## config.mk

```make
export PLATFORM = sky130hd
export DESIGN_NAME = pstats_event_gen
export DESIGN_NICKNAME = d
export VERILOG_FILES = /design/src/rtl/pstats_event_gen_pkg.sv /design/src/rtl/pstats_event_gen_sync.sv /design/src/rtl/pstats_event_gen.sv
export SDC_FILE = /design/constraint.sdc
export NUM_CORES = 1
export LEC_CHECK = 0
export BUFFER_PORTS_ARGS = -buffer_cell sky130_fd_sc_hd__buf_2
export CORE_MARGIN = 4
export CORE_UTILIZATION = 40
export DETAILED_ROUTE_END_ITERATION = 12
export PLACE_DENSITY = 0.66
export REMOVE_ABC_BUFFERS = 1
export SLEW_MARGIN = 20
export SYNTH_ARGS = -nofsm -noshare
export SYNTH_HDL_FRONTEND = slang
export SYNTH_HIERARCHICAL = 1
export SYNTH_SLANG_ARGS = --single-unit
```

## constraint.sdc

```tcl
create_clock -name clk_sys_i -period 3.2 [get_ports clk_sys_i]
set_clock_uncertainty 0.1 [all_clocks]
set_input_delay 0.16 -clock clk_sys_i [delete_from_list [all_inputs] [get_ports clk_sys_i]]
set_output_delay 0.16 -clock clk_sys_i [all_outputs]
set_load 0.005 [all_outputs]
```

## src/rtl/pstats_event_gen_pkg.sv

```systemverilog
`default_nettype none
// ============================================================================
// Module   : pstats_event_gen_pkg
// Brief    : Command field layout, enums and LFSR helpers for pstats_event_gen
// Revision : 1.0 - initial release
// ============================================================================
package pstats_event_gen_pkg;

    localparam int c_port_lsb = 0;
    localparam int c_port_w   = 5;
    localparam int c_cnt_lsb  = 5;
    localparam int c_cnt_w    = 5;
    localparam int c_len_lsb  = 10;
    localparam int c_len_w    = 16;
    localparam int c_mode_lsb = 26;
    localparam int c_mode_w   = 2;
    localparam int c_trig_bit = 29;

    localparam logic [4:0]  c_bcast_port = 5'd31;
    localparam logic [15:0] c_lfsr_seed  = 16'hACE1;
    // Right-shifting Fibonacci form of x^16+x^14+x^13+x^11+1: taps at bits 0,2,3,5
    localparam logic [15:0] c_lfsr_taps  = 16'h002D;

    typedef enum logic [1:0] {
        MODE_CONT = 2'b00,
        MODE_GAP1 = 2'b01,
        MODE_RAND = 2'b10
    } mode_t;

    typedef enum logic [1:0] {
        S_IDLE = 2'b00,
        S_RUN  = 2'b01,
        S_GAP  = 2'b10
    } state_t;

    // Mode 2'b11 falls into the default and behaves like continuous
    function automatic logic [1:0] gap_len(input logic [1:0] mode, input logic [1:0] rnd);
        case (mode)
            MODE_GAP1: gap_len = 2'd1;
            MODE_RAND: gap_len = rnd;
            default:   gap_len = 2'd0;
        endcase
    endfunction

    function automatic logic [15:0] lfsr_next(input logic [15:0] lfsr);
        lfsr_next = {^(lfsr & c_lfsr_taps), lfsr[15:1]};
    endfunction

endpackage
`default_nettype wire

```

## src/rtl/pstats_event_gen_sync.sv

```systemverilog
`default_nettype none
// ============================================================================
// Module   : pstats_event_gen_sync
// Brief    : Generic-width two-flop synchronizer, async active-low reset to 0
// Revision : 1.0 - initial release
// ============================================================================
module pstats_event_gen_sync #(
    parameter int WIDTH = 1
) (
    input  logic             clk,
    input  logic             rst_n,
    input  logic [WIDTH-1:0] i_data,
    output logic [WIDTH-1:0] o_data
);

    logic [WIDTH-1:0] r_meta;
    logic [WIDTH-1:0] r_sync;

    always_ff @(posedge clk or negedge rst_n) begin
        if (!rst_n) begin
            r_meta <= '0;
            r_sync <= '0;
        end else begin
            r_meta <= i_data;
            r_sync <= r_meta;
        end
    end

    assign o_data = r_sync;

endmodule
`default_nettype wire

```

## src/rtl/pstats_event_gen.sv

```systemverilog
`default_nettype none
// ============================================================================
// Module   : pstats_event_gen
// Brief    : Command-driven burst generator of per-port/per-counter event strobes
// Revision : 1.0 - initial release
// ============================================================================
module pstats_event_gen
    import pstats_event_gen_pkg::*;
#(
    parameter int G_NUM_PORTS = 18,
    parameter int G_CNT_PP    = 16,
    parameter int G_CMD_BITS  = 30
) (
    input  logic                            clk_sys_i,
    input  logic                            rst_n_i,
    input  logic [G_CMD_BITS-1:0]           cmd_i,
    output logic [G_NUM_PORTS*G_CNT_PP-1:0] events_o,
    output logic                            busy_o,
    output logic                            done_o,
    output logic                            err_o,
    output logic                            dropped_o,
    output logic [31:0]                     sent_cnt_o
);

    localparam logic [5:0] c_num_ports = 6'(G_NUM_PORTS);
    localparam logic [5:0] c_cnt_pp    = 6'(G_CNT_PP);

    logic [G_CMD_BITS-1:0]           w_cmd_sync;
    logic                            w_unused_bits;
    logic                            w_trig;
    logic [c_port_w-1:0]             w_port;
    logic [c_cnt_w-1:0]              w_cnt_idx;
    logic [c_len_w-1:0]              w_len;
    logic [c_mode_w-1:0]             w_mode;
    logic                            w_cmd_ok;
    logic                            w_busy;
    logic [1:0]                      w_gap;
    logic [31:0]                     w_inc;
    logic [G_CNT_PP-1:0]             w_cnt_onehot;
    logic [G_NUM_PORTS*G_CNT_PP-1:0] w_mask;

    state_t                          r_state;
    logic [c_port_w-1:0]             r_port;
    logic [c_cnt_w-1:0]              r_cnt_idx;
    logic                            r_bcast;
    logic [c_mode_w-1:0]             r_mode;
    logic [c_len_w-1:0]              r_remaining;
    logic [1:0]                      r_gap_cnt;
    logic [15:0]                     r_lfsr;
    logic                            r_trig_prev;
    logic                            r_fin;
    logic                            r_acc_pend;
    logic                            r_rej_pend;
    logic [G_NUM_PORTS*G_CNT_PP-1:0] r_events;
    logic                            r_busy;
    logic                            r_done;
    logic                            r_err;
    logic                            r_dropped;
    logic [31:0]                     r_sent;

    pstats_event_gen_sync #(
        .WIDTH (G_CMD_BITS)
    ) u_cmd_sync (
        .clk    (clk_sys_i),
        .rst_n  (rst_n_i),
        .i_data (cmd_i),
        .o_data (w_cmd_sync)
    );

    // Reserved and any upper command bits carry no function
    assign w_unused_bits = ^w_cmd_sync;

    assign w_trig    = w_cmd_sync[c_trig_bit] ^ r_trig_prev;
    assign w_port    = w_cmd_sync[c_port_lsb +: c_port_w];
    assign w_cnt_idx = w_cmd_sync[c_cnt_lsb +: c_cnt_w];
    assign w_len     = w_cmd_sync[c_len_lsb +: c_len_w];
    assign w_mode    = w_cmd_sync[c_mode_lsb +: c_mode_w];
    assign w_cmd_ok  = ((w_port == c_bcast_port) || ({1'b0, w_port} < c_num_ports))
                    && ({1'b0, w_cnt_idx} < c_cnt_pp);

    // busy_o still high in the cycle after the last strobe, so triggers there are dropped
    assign w_busy = (r_state != S_IDLE) || r_busy;
    assign w_gap  = gap_len(r_mode, r_lfsr[1:0]);
    assign w_inc  = r_bcast ? 32'(G_NUM_PORTS) : 32'd1;

    assign w_cnt_onehot = G_CNT_PP'(1) << r_cnt_idx;

    for (genvar p = 0; p < G_NUM_PORTS; p++) begin : g_port
        assign w_mask[p*G_CNT_PP +: G_CNT_PP] =
            (r_bcast || (r_port == 5'(p))) ? w_cnt_onehot : '0;
    end

    always_ff @(posedge clk_sys_i or negedge rst_n_i) begin
        if (!rst_n_i) begin
            r_state     <= S_IDLE;
            r_port      <= '0;
            r_cnt_idx   <= '0;
            r_bcast     <= 1'b0;
            r_mode      <= '0;
            r_remaining <= '0;
            r_gap_cnt   <= '0;
            r_lfsr      <= c_lfsr_seed;
            r_trig_prev <= 1'b0;
            r_fin       <= 1'b0;
            r_acc_pend  <= 1'b0;
            r_rej_pend  <= 1'b0;
            r_events    <= '0;
            r_busy      <= 1'b0;
            r_done      <= 1'b0;
            r_err       <= 1'b0;
            r_dropped   <= 1'b0;
            r_sent      <= '0;
        end else begin
            r_trig_prev <= w_cmd_sync[c_trig_bit];
            r_dropped   <= w_trig && w_busy;
            r_done      <= 1'b0;
            r_acc_pend  <= 1'b0;
            r_rej_pend  <= 1'b0;

            // Verdict is held one cycle so err_o moves together with the first strobe
            if (r_rej_pend) begin
                r_err <= 1'b1;
            end else if (r_acc_pend) begin
                r_err <= 1'b0;
            end

            case (r_state)
                S_IDLE: begin
                    r_events <= '0;
                    r_busy   <= 1'b0;
                    r_done   <= r_fin;
                    r_fin    <= 1'b0;
                    if (w_trig && !r_busy) begin
                        if (w_cmd_ok) begin
                            r_acc_pend  <= 1'b1;
                            r_port      <= w_port;
                            r_cnt_idx   <= w_cnt_idx;
                            r_bcast     <= (w_port == c_bcast_port);
                            r_mode      <= w_mode;
                            r_remaining <= w_len;
                            if (w_len == '0) begin
                                r_fin <= 1'b1;
                            end else begin
                                r_state <= S_RUN;
                            end
                        end else begin
                            r_rej_pend <= 1'b1;
                        end
                    end
                end

                S_RUN: begin
                    r_events    <= w_mask;
                    r_busy      <= 1'b1;
                    r_sent      <= r_sent + w_inc;
                    r_lfsr      <= lfsr_next(r_lfsr);
                    r_remaining <= r_remaining - c_len_w'(1);
                    if (r_remaining == c_len_w'(1)) begin
                        r_state <= S_IDLE;
                        r_fin   <= 1'b1;
                    end else if (w_gap != 2'd0) begin
                        r_state   <= S_GAP;
                        r_gap_cnt <= w_gap;
                    end
                end

                S_GAP: begin
                    r_events  <= '0;
                    r_gap_cnt <= r_gap_cnt - 2'd1;
                    if (r_gap_cnt == 2'd1) begin
                        r_state <= S_RUN;
                    end
                end

                default: begin
                    r_state <= S_IDLE;
                end
            endcase
        end
    end

    assign events_o   = r_events;
    assign busy_o     = r_busy;
    assign done_o     = r_done;
    assign err_o      = r_err;
    assign dropped_o  = r_dropped;
    assign sent_cnt_o = r_sent;

endmodule
`default_nettype wire
```

# Yosys cells after proc, flatten, opt, wreduce, memory -nomap -nowiden
# Cells that the tools add are included.
[op_classes]
add_sub_neg = 3
n_lt_le_gt_ge = 2
bitwise = 1
eq_ne = 32
n_reduce_logical = 40
shifts = 1
muxes = 49
[ops]
columns = ["op", "count"]
rows = [
  ["288-bit one-hot mux with 2 select lines", 1],
  ["16-bit 2-to-1 mux", 20],
  ["5-bit by 4-bit equality test with 1-bit output, second input constant", 8],
  ["32-bit by 5-bit adder with 32-bit output", 1],
  ["16-bit one-hot mux with 2 select lines", 1],
  ["5-bit by 3-bit equality test with 1-bit output, second input constant", 4],
  ["1-bit logical OR", 20],
  ["16-bit by 1-bit equality test with 1-bit output, second input constant", 1],
  ["16-bit logical NOT", 1],
  ["2-bit 2-to-1 mux", 8],
  ["16-bit XOR reduction", 1],
  ["1-bit by 5-bit left shift with 16-bit output, first input constant", 1],
  ["16-bit by 1-bit subtractor with 16-bit output, second input constant", 1],
  ["5-bit equality test, second input constant", 3],
  ["2-bit != test, second input constant", 7],
  ["1-bit 2-to-1 mux", 13],
  ["2-bit nonzero test", 6],
  ["5-bit by 2-bit equality test with 1-bit output, second input constant", 2],
  ["5-bit less-than comparator, second input constant", 2],
  ["3-bit AND reduction", 3],
  ["2-bit one-hot mux with 2 select lines", 2],
  ["2-bit by 1-bit equality test with 1-bit output, second input constant", 3],
  ["2-bit one-hot mux with 3 select lines", 1],
  ["5-bit by 1-bit equality test with 1-bit output, second input constant", 1],
  ["other kinds (13)", 17],
]
[totals]
out_inout_bits = 324
reg_bits = 437
word_cells = 148

# Logic depth before layout (Yosys ltp)
# Gate-level depths: netlist of run 1.
[logic_depth]
ltp_word = 6
depth_mapped = 11
depth_no_buf = 9

# Cells and area by module
# Netlist of run 1, hierarchy kept.
[by_module_without_submodules]
columns = ["mod", "area_per_inst_um2", "cells_each", "instances", "seq_area_each_um2"]
rows = [
  ["pstats_event_gen", 14611.5, 1436, 1, 9444.1],
  ["pstats_event_gen_sync", 1501.4, 60, 1, 1501.4],
]

# Least setup slack after synthesis of run 1
# No wires, ideal clock.
[synth_timing]
kind = "reg-to-reg"
from = "register r_bcast"
to = "register r_sent[12] (netlist: sent_cnt_o[12])"
n_path_buf = 2
path_stages_with_launch = 12
required_ps = 2977
arrival_ps = 2376
synth_period_minus_slack_ps = 2599
path_slack_ps = 601
cell_sequence = "dfrtp_1 -> clkbuf_1 -> buf_1 -> inv_1 -> ha_1 -> inv_1 -> fa_1 -> and3b_1 -> a21oi_1 -> nor3b_1 -> nand4_1 -> xnor2_1"
[synth_via]
elab_chain_len = 2
[synth_rtl]
columns = ["item", "line", "source"]
rows = [
  ["from (decl)", "pstats_event_gen.sv:45", "logic r_bcast;"],
  ["from (signal assigned)", "pstats_event_gen.sv:138", "r_bcast <= (w_port == c_bcast_port);"],
  ["5-bit 2-to-1 mux", "pstats_event_gen.sv:84", "assign w_inc = r_bcast ? 32'(G_NUM_PORTS) : 32'd1;"],
  ["32-bit by 5-bit adder with 32-bit output", "pstats_event_gen.sv:155", "r_sent <= r_sent + w_inc;"],
  ["to (signal assigned)", "pstats_event_gen.sv:155", ""],
  ["to (decl)", "pstats_event_gen.sv:59", "logic [31:0] r_sent;"],
]
# Every way passes these cells.
# A chain may end at the register's enable or synchronous reset.

# Worst setup path after layout of run 1
[layout_timing]
from = "register r_state[1]"
to = "register r_events[233] (netlist: events_o[233])"
[layout_via]
elab_chain_len = 3
word_cells_on_any_way = 6
classes_between = "eq/ne: 2; mux: 1; reduce/logical: 3"
[layout_rtl]
columns = ["item", "line", "source"]
rows = [
  ["from (decl)", "pstats_event_gen.sv:42", "state_t r_state;"],
  ["from (signal assigned)", "pstats_event_gen.sv:95", "r_state <= S_IDLE;"],
  ["from (signal assigned)", "pstats_event_gen.sv:144", "r_state <= S_RUN;"],
  ["from (signal assigned)", "pstats_event_gen.sv:159", "r_state <= S_IDLE;"],
  ["2-bit equality test / 2-bit logical NOT (equally long branches)", "pstats_event_gen.sv:127", "case (r_state)"],
  ["2-bit OR reduction (no source line)", "--", ""],
  ["288-bit one-hot mux with 2 select lines / 2-bit nonzero test (equally long branches)", "--", ""],
  ["to (signal assigned)", "pstats_event_gen.sv:153", "r_events <= w_mask;"],
  ["to (decl)", "pstats_event_gen.sv:54", "logic [G_NUM_PORTS*G_CNT_PP-1:0] r_events;"],
]
# Several ways; a longest one is shown, not always the timed one.

==> flow_summary.ini, run 1 <==
[cts]
h-tree-depth = 2
cts_tree = yes
cts_made_buffers = 45
worstSkewPairLatency_ps = 560
numClockSinks = 435
clock_path_buffers = 3
root_buffer = clkbuf_16
clk_pin_slew_ps = 60
cts.repair.resized = 0

[timing]
worstMarginPinSlew_ps = 1100
finalCritPeriodShare = 0.838
rsz0062_at_grt = false
max_clock_freq_mhz = 373
worst_slack_ps = 519
drv_slew = 0
hold_viol_final = 0
slew_headroom = 0.265
whs_ps = 106
fin_setup_tns_ps = 0
finalSetupViolCount = 0
layout_min_cycle_time_ps = 2680

[critical_path]
crit_family = simple AND/OR/NAND/NOR gates
crit_required_ps = 3550
path_max_fanout = 18
cp_cell_sequence = nand2b_1 > nor4b_1 > nand2_1 > o21ai_0
critPathArrivalTime_ps = 3030
crit_start = r_state[1]$_DFFE_PN0P_
reg2regPathDepth = 4
slowest_stage = nand2_1
reg2reg_slack_ps = 520
end_kind = flop
crit_buf_inv = 0
cp-endpoint = events_o[233]$_DFFE_PN0N_
path_class = flop to flop
crit_cells = 4
r2r-start = r_state[1]$_DFFE_PN0P_
rr_endpoint = events_o[233]$_DFFE_PN0N_
start_kind = flop
max_stage_delay_ps = 800

[die]
num_io_pins = 356
core_um2 = 39700
placementRows = 73
die_w_um = 208
die_h_um = 208
dieArea_um2 = 43400
start_util = 0.404

[global_route]
grt_pass1_vias = 12400
antenna_found_initial = 0
busiest_layer = met2
grt_max_degree = 103
grt.met2_usage = 0.349
grtUsageMet1 = 0.306
grt_pass1_wl_um = 74600
overflow = 0
grtUsageTotal = 0.217
grtUsageMet3 = 0.0431

[final_layout]
nets = 1930
layout-drive-gt1-share = 0.263
fin_cells = 2451
finalInstanceArea_um2 = 20500
final_core_util = 0.516
insertedDiodeCount = 0
final_common_cell = dfrtp_1
final_cell_mix = 427 x dfrtp_1, 409 x nand2_1, 353 x buf_2
area_growth_pct = 27.6

[detailed_routing]
ant_nets = 0
drtIter0Drc = 1150
drt-total-wl_um = 48300
detail_route.wl_per_cell_um = 19.7
num_vias = 12700
dr.pass1.iters = 6
vias_per_cell = 5.17
drc_errors = 0

[place]
dp_hpwl_um = 31900
place_area_um2 = 18600
dpl.cell_count = 2337
port_buffers = 354
place_ws_ps = 609
place.gp.congestion = 0.804

[synthesis]
netlist_instances = 1494
ys_warn_count = 6
syn-cell-area_um2 = 16100
syn_area_per_cell_um2 = 10.8

[job]
maxCapViolCount = 0

[power_and_ir_drop]
p_leak_nw = 10.3
fin_total_pwr_mw = 14.4
vdd_ir_drop_max_mv = 0.442
power.density_nw_per_um2 = 703

[worst_hold_path]
hold_class = input port to asynchronous set/reset pin

[run_status]
run_status = complete, no violations
## worst reg2reg max path, stage by stage, from the launching register on
cell and delay [ps]:
dfrtp_1 370, nand2b_1 200, nor4b_1 680, nand2_1 800
o21ai_0 420
## layout make-up
class                   count  area (µm²)
clock inverters            17         229
fillers                  3563       19200
clock buffers              67        1360
inverters                  16        60.1
repair buffers            434        2520
flip-flops and latches    435       10900
well taps                 525         657
multi-input cells         957        4770
## worst min-delay path by stage
stage	from	end	slack [ps]	depth (start not counted)
after floorplan	rst_n_i	busy_o$_DFFE_PN0P_	-240	0
after global placement	rst_n_i	events_o[33]$_DFFE_PN0N_	150	1
after detailed placement	rst_n_i	events_o[33]$_DFFE_PN0N_	160	1
after CTS	cmd_i[20]	u_cmd_sync/r_meta[20]$_DFF_PN0_	90	2
after global routing	cmd_i[3]	u_cmd_sync/r_meta[3]$_DFF_PN0_	110	2
final	rst_n_i	events_o[33]$_DFFE_PN0N_	110	2
## flip-flops by register name, indices dropped and copies added (netlist names)
register / count
r_cnt_idx: 5
events_o: 288
r_rej_pend: 1
sent_cnt_o: 32
done_o: 1
r_remaining: 16
u_cmd_sync/o_data: 29
r_lfsr: 16
r_bcast: 1
r_gap_cnt: 2
dropped_o: 1
err_o: 1
busy_o: 1
r_state: 2
r_port: 5
u_cmd_sync/r_meta: 29
r_acc_pend: 1
r_mode: 2
r_trig_prev: 1
r_fin: 1
## routing by layer
metal	wire length, µm	vias up	share of wire
li1	-	5812	-
met1	20800	6291	0.43
met2	22900	498	0.47
met3	3400	81	0.071
met4	1210	0	0.025
met5	0	-	0
## where the power goes
| part | switching (mW) | internal (mW) |
|---|---|---|
| clock network | 2.17 | 3.36 |
| registers | 0.384 | 5.87 |
| logic | 1.85 | 0.787 |
| total | 4.41 | 10.0 |
## timing repair
item,in CTS,in global routing
buffers inserted,0,0
endpoints found under the setup margin,0,0
hold endpoints to repair,111,0
hold buffers,30,0
Note: power is estimated with default switching activity, not from simulation.
==> inputs of run 2 (changes only) <==
- clock period: 3.2 -> 2.5 ns (I/O delays scaled with it)
==> run 2 against run 1 <==
Core utilization grew 0.30 points. Critical path depth increased by 5. Total power increased by 26%. Sequential share of layout area fell by 0.31 points. Critical endpoint is now sent_cnt_o[24]$_DFFE_PN0P_.
==> flow_summary.ini, run 2 (synthesis gave the netlist of run 1 again) <==
[timing]
finalCritPeriodShare = 0.936
drv_slew = 0
rsz0062_at_grt = false
worstMarginPinSlew_ps = 619
finalSetupViolCount = 0
layout_min_cycle_time_ps = 2340
hold_viol_final = 0
whs_ps = 32.0
max_clock_freq_mhz = 427
slew_headroom = 0.584

[power_and_ir_drop]
switching_share = 0.308
power.density_nw_per_um2 = 884
vdd_ir_drop_max_mv = 0.544
p_int_mw = 12.6
p_clk_frac = 0.367
comb_power_share = 0.194
p_leak_nw = 10.3
p_switching_mw = 5.62
fin_total_pwr_mw = 18.2
p_seq_frac = 0.439

[critical_path]
rr_endpoint = sent_cnt_o[24]$_DFFE_PN0P_
start_kind = flop
cp-endpoint = sent_cnt_o[24]$_DFFE_PN0P_
path_max_fanout = 4
crit_start = r_bcast$_DFFE_PN0P_
r2r-start = r_bcast$_DFFE_PN0P_
path_class = flop to flop
reg2reg_slack_ps = 160
reg2regPathDepth = 9
end_kind = flop
critPathArrivalTime_ps = 2710
crit_required_ps = 2870

[run_status]
run_status = complete, no violations

[global_route]
grt_max_degree = 125
grt_pass1_vias = 12400
overflow = 0
antenna_found_initial = 0
grtUsageTotal = 0.217
grt_pass1_wl_um = 74700

[detailed_routing]
detail_route.wl_per_cell_um = 19.5
vias_per_cell = 5.15
ant_nets = 0
drt-total-wl_um = 48200
dr_wl_met3_um = 3570
highest_layer = met4
num_vias = 12700
drc_errors = 0
dr.pass1.iters = 5
wl_met2_um = 22900
wl_met1_um = 20300
drtIter0Drc = 1094

[final_layout]
area_growth_pct = 28.3
layout-drive-gt1-share = 0.271
nets = 1953
insertedDiodeCount = 0
final_common_cell = dfrtp_1
final_cell_mix = 427 x dfrtp_1, 410 x nand2_1, 353 x buf_2
largest_reg_flops = 288

[place]
dp_hpwl_um = 32700
port_buffers = 354
place.gp.congestion = 0.829

[cts]
root_buffer = clkbuf_16
h-tree-depth = 2
worstSkewPairLatency_ps = 560
cts_tree = yes
clk_pin_slew_ps = 60
numClockSinks = 435
cts_made_buffers = 45
clock_path_buffers = 3
postCtsSetupBuffers = 0

[die]
placementRows = 73
core_um2 = 39700
start_util = 0.404
num_io_pins = 356
dieArea_um2 = 43400
die_w_um = 208
die_h_um = 208

[worst_hold_path]
hold_class = input port to asynchronous set/reset pin

[job]
maxCapViolCount = 0
run 2: cell type report:
cell class / count / area [µm²]
Multi-Input combinational cell: 957 / 4780
Fill cell: 3557 / 19100
Tap cell: 525 / 657
Timing Repair Buffer: 457 / 2740
Inverter: 16 / 60.1
Clock buffer: 64 / 1310
Clock inverter: 17 / 178
Sequential cell: 435 / 10900
run 2: power groups by stage:
stage | logic (mW) | clock network [mW] | registers [mW]
2_1_floorplan | 1.69 | 0 | 8.06
3_3_place_gp | 3.47 | 0 | 8.08
3_5_place_dp | 3.52 | 0 | 8.11
4_1_cts | 3.57 | 6.83 | 7.99
5_1_grt | 3.89 | 7.12 | 8.07
6_report | 3.54 | 6.68 | 8.00
run 2: worst min-delay path by stage:
stage,from,to,slack [ps],cells past startpoint
2_1_floorplan,rst_n_i,busy_o$_DFFE_PN0P_,-270,0
5_1_grt,rst_n_i,events_o[174]$_DFFE_PN0N_,70,2
6_report,rst_n_i,events_o[110]$_DFFE_PN0N_,30,2
4_1_cts,rst_n_i,events_o[251]$_DFFE_PN0N_,30,2
3_5_place_dp,rst_n_i,events_o[110]$_DFFE_PN0N_,40,1
3_3_place_gp,rst_n_i,events_o[110]$_DFFE_PN0N_,30,1
run 2: metrics by stage:
step / cells / setup slack, ps / cell area, µm² / util / TNS, ps
after floorplan: 1408 / -3330 / 15700 / - / -960920
after global placement: 2360 / 181 / 18800 / 0.474 / 0
after detailed placement: 2360 / 88.5 / 18800 / 0.474 / 0
after CTS: 2471 / 73.4 / 20600 / 0.519 / 0
after global routing: 2471 / 11.0 / 20600 / 0.519 / 0
final: 2471 / 160 / 20600 / 0.519 / 0
run 2: repair_timing:
item / 4_1_cts / 5_1_grt
gates resized for setup: 0 / 2
hold endpoints to repair: 454 / 0
setup endpoints to repair: 0 / 5
hold buffers: 30 / 0
run 2: critical path, stage by stage, from the launching register on:
cell and delay, ps:
dfrtp_1 370, inv_1 90, ha_1 170, inv_1 50
fa_1 370, and3b_1 260, a21oi_1 170, or3_4 390
nor2_1 120, xor2_1 160
run 2: layer usage:
layer,global-route usage,up-vias
met3,0.0519,88
met1,0.297,6310
met4,0.0636,0
met2,0.349,483
li1,-,5854
met5,0,-
==> inputs of run 3 (changes only) <==
- MAX_ROUTING_LAYER: not set -> met4
- PLACE_DENSITY: 0.66 -> 0.6
==> run 3 against run 2 <==
Global-route usage increased by 1.0 points. Worst setup slack improved by 8.1 ps. Largest power group unchanged. Non-clock buffer count decreased by 2. Cell area decreased by 0.29%. Sequential share of layout area increased by 0.15 points. Highest routed layer unchanged. Routed wire length increased by 0.53%. Register-to-register slack about the same.
==> flow_summary.ini, run 3 (synthesis gave the netlist of run 1 again) <==
[global_route]
grt_pass1_wl_um = 75400
overflow = 0
grt_max_degree = 100
grt_pass1_vias = 12500
antenna_found_initial = 0
grtUsageTotal = 0.227

[timing]
slew_headroom = 0.499
whs_ps = 93.2
max_clock_freq_mhz = 429
layout_min_cycle_time_ps = 2330
rsz0062_at_grt = false
fin_setup_tns_ps = 0
drv_slew = 0
finalCritPeriodShare = 0.933
worstMarginPinSlew_ps = 752
hold_viol_final = 0
worst_slack_ps = 168
finalSetupViolCount = 0

[power_and_ir_drop]
vdd_ir_drop_max_mv = 0.563
switching_share = 0.309
fin_total_pwr_mw = 18.0
power.density_nw_per_um2 = 878
p_leak_nw = 10.3
p_seq_frac = 0.445
p_clk_frac = 0.362
comb_power_share = 0.193
p_switching_mw = 5.57
p_int_mw = 12.5

[detailed_routing]
detail_route.wl_per_cell_um = 19.7
ant_nets = 0
drt-total-wl_um = 48500
drc_errors = 0
drtIter0Drc = 987
num_vias = 12600
dr.pass1.iters = 5
vias_per_cell = 5.11

[worst_hold_path]
min_from = cmd_i[11]
hold_class = input port to flop

[die]
die_w_um = 208
placementRows = 73
die_h_um = 208
dieArea_um2 = 43400
num_io_pins = 356
core_um2 = 39700
start_util = 0.404

[final_layout]
fin_cells = 2467
multi_input_area_um2 = 4800
final_common_cell = dfrtp_1
insertedDiodeCount = 0
finalInstanceArea_um2 = 20600
seqCellArea_um2 = 10900
nets = 1951
layout-drive-gt1-share = 0.271
final_core_util = 0.517
fillers = 3659
largest_reg_flops = 288
final_cell_mix = 427 x dfrtp_1, 410 x nand2_1, 353 x buf_2
area_growth_pct = 28.0

[critical_path]
r2r-start = r_bcast$_DFFE_PN0P_
start_kind = flop
end_kind = flop
critPathArrivalTime_ps = 2710
crit_required_ps = 2870
crit_start = r_bcast$_DFFE_PN0P_
path_class = flop to flop
path_max_fanout = 4

[place]
place.gp.congestion = 0.855
dp_hpwl_um = 33000
place_area_um2 = 18800
place_ws_ps = 72.1
port_buffers = 354
dpl.cell_count = 2357

[cts]
worstSkewPairLatency_ps = 560
h-tree-depth = 2
root_buffer = clkbuf_16
numClockSinks = 435
cts_made_buffers = 45
clock_path_buffers = 3
postCtsSetupBuffers = 0
cts_tree = yes
clk_pin_slew_ps = 60

[job]
maxCapViolCount = 0

[run_status]
run_status = complete, no violations
run 3: routing by layer:
layer / vias to the layer above / track usage / part of all wire
met5: - / - / 0
met2: 430 / 0.360 / 0.48
li1: 5844 / - / -
met4: 0 / 0.0612 / 0.027
met1: 6253 / 0.307 / 0.43
met3: 81 / 0.0383 / 0.060
run 3: repair_timing:
action                                  in CTS  in global routing
hold buffers                                31                  0
hold endpoints to repair                   456                  0
endpoints found under the setup margin       0                  5
resized for setup                            0                  4
run 3: power by group through the flow:
stage                     combinational (mW)  clock (mW)  sequential [mW]
final                                   3.49        6.53             8.02
after global routing                    3.87        6.99             8.10
after CTS                               3.53        6.69             8.02
after detailed placement                3.48           0             8.14
after global placement                  3.42           0             8.11
after floorplan                         1.69           0             8.06
run 3: area by class of cell:
type / instances / area share
Clock inverter: 16 / 0.00816
Clock buffer: 63 / 0.0615
Inverter: 16 / 0.00292
Timing Repair Buffer: 455 / 0.132
Multi-Input combinational cell: 957 / 0.233
Sequential cell: 435 / 0.530
Tap cell: 525 / 0.0320
run 3: worst max-delay path: stages, from the launching register on:
cell     delay (ps)
dfrtp_1         370
inv_1           110
ha_1            180
inv_1            50
fa_1            370
and3b_1         270
a21oi_2         110
or3_4           380
nor3_2          140
xor2_1          160
run 3: worst paths after layout:
check	endpoint	slack (ps)	cells after the start
setup reg to reg	sent_cnt_o[28]$_DFFE_PN0P_	170	9
min in group asynchronous	events_o[42]$_DFFE_PN0N_	130	3
setup / recovery	sent_cnt_o[28]$_DFFE_PN0P_	170	9
max in group asynchronous	u_cmd_sync/r_meta[24]$_DFF_PN0_	1640	3
hold / removal	u_cmd_sync/r_meta[11]$_DFF_PN0_	90	2
hold reg to reg	u_cmd_sync/o_data[0]$_DFF_PN0_	250	0
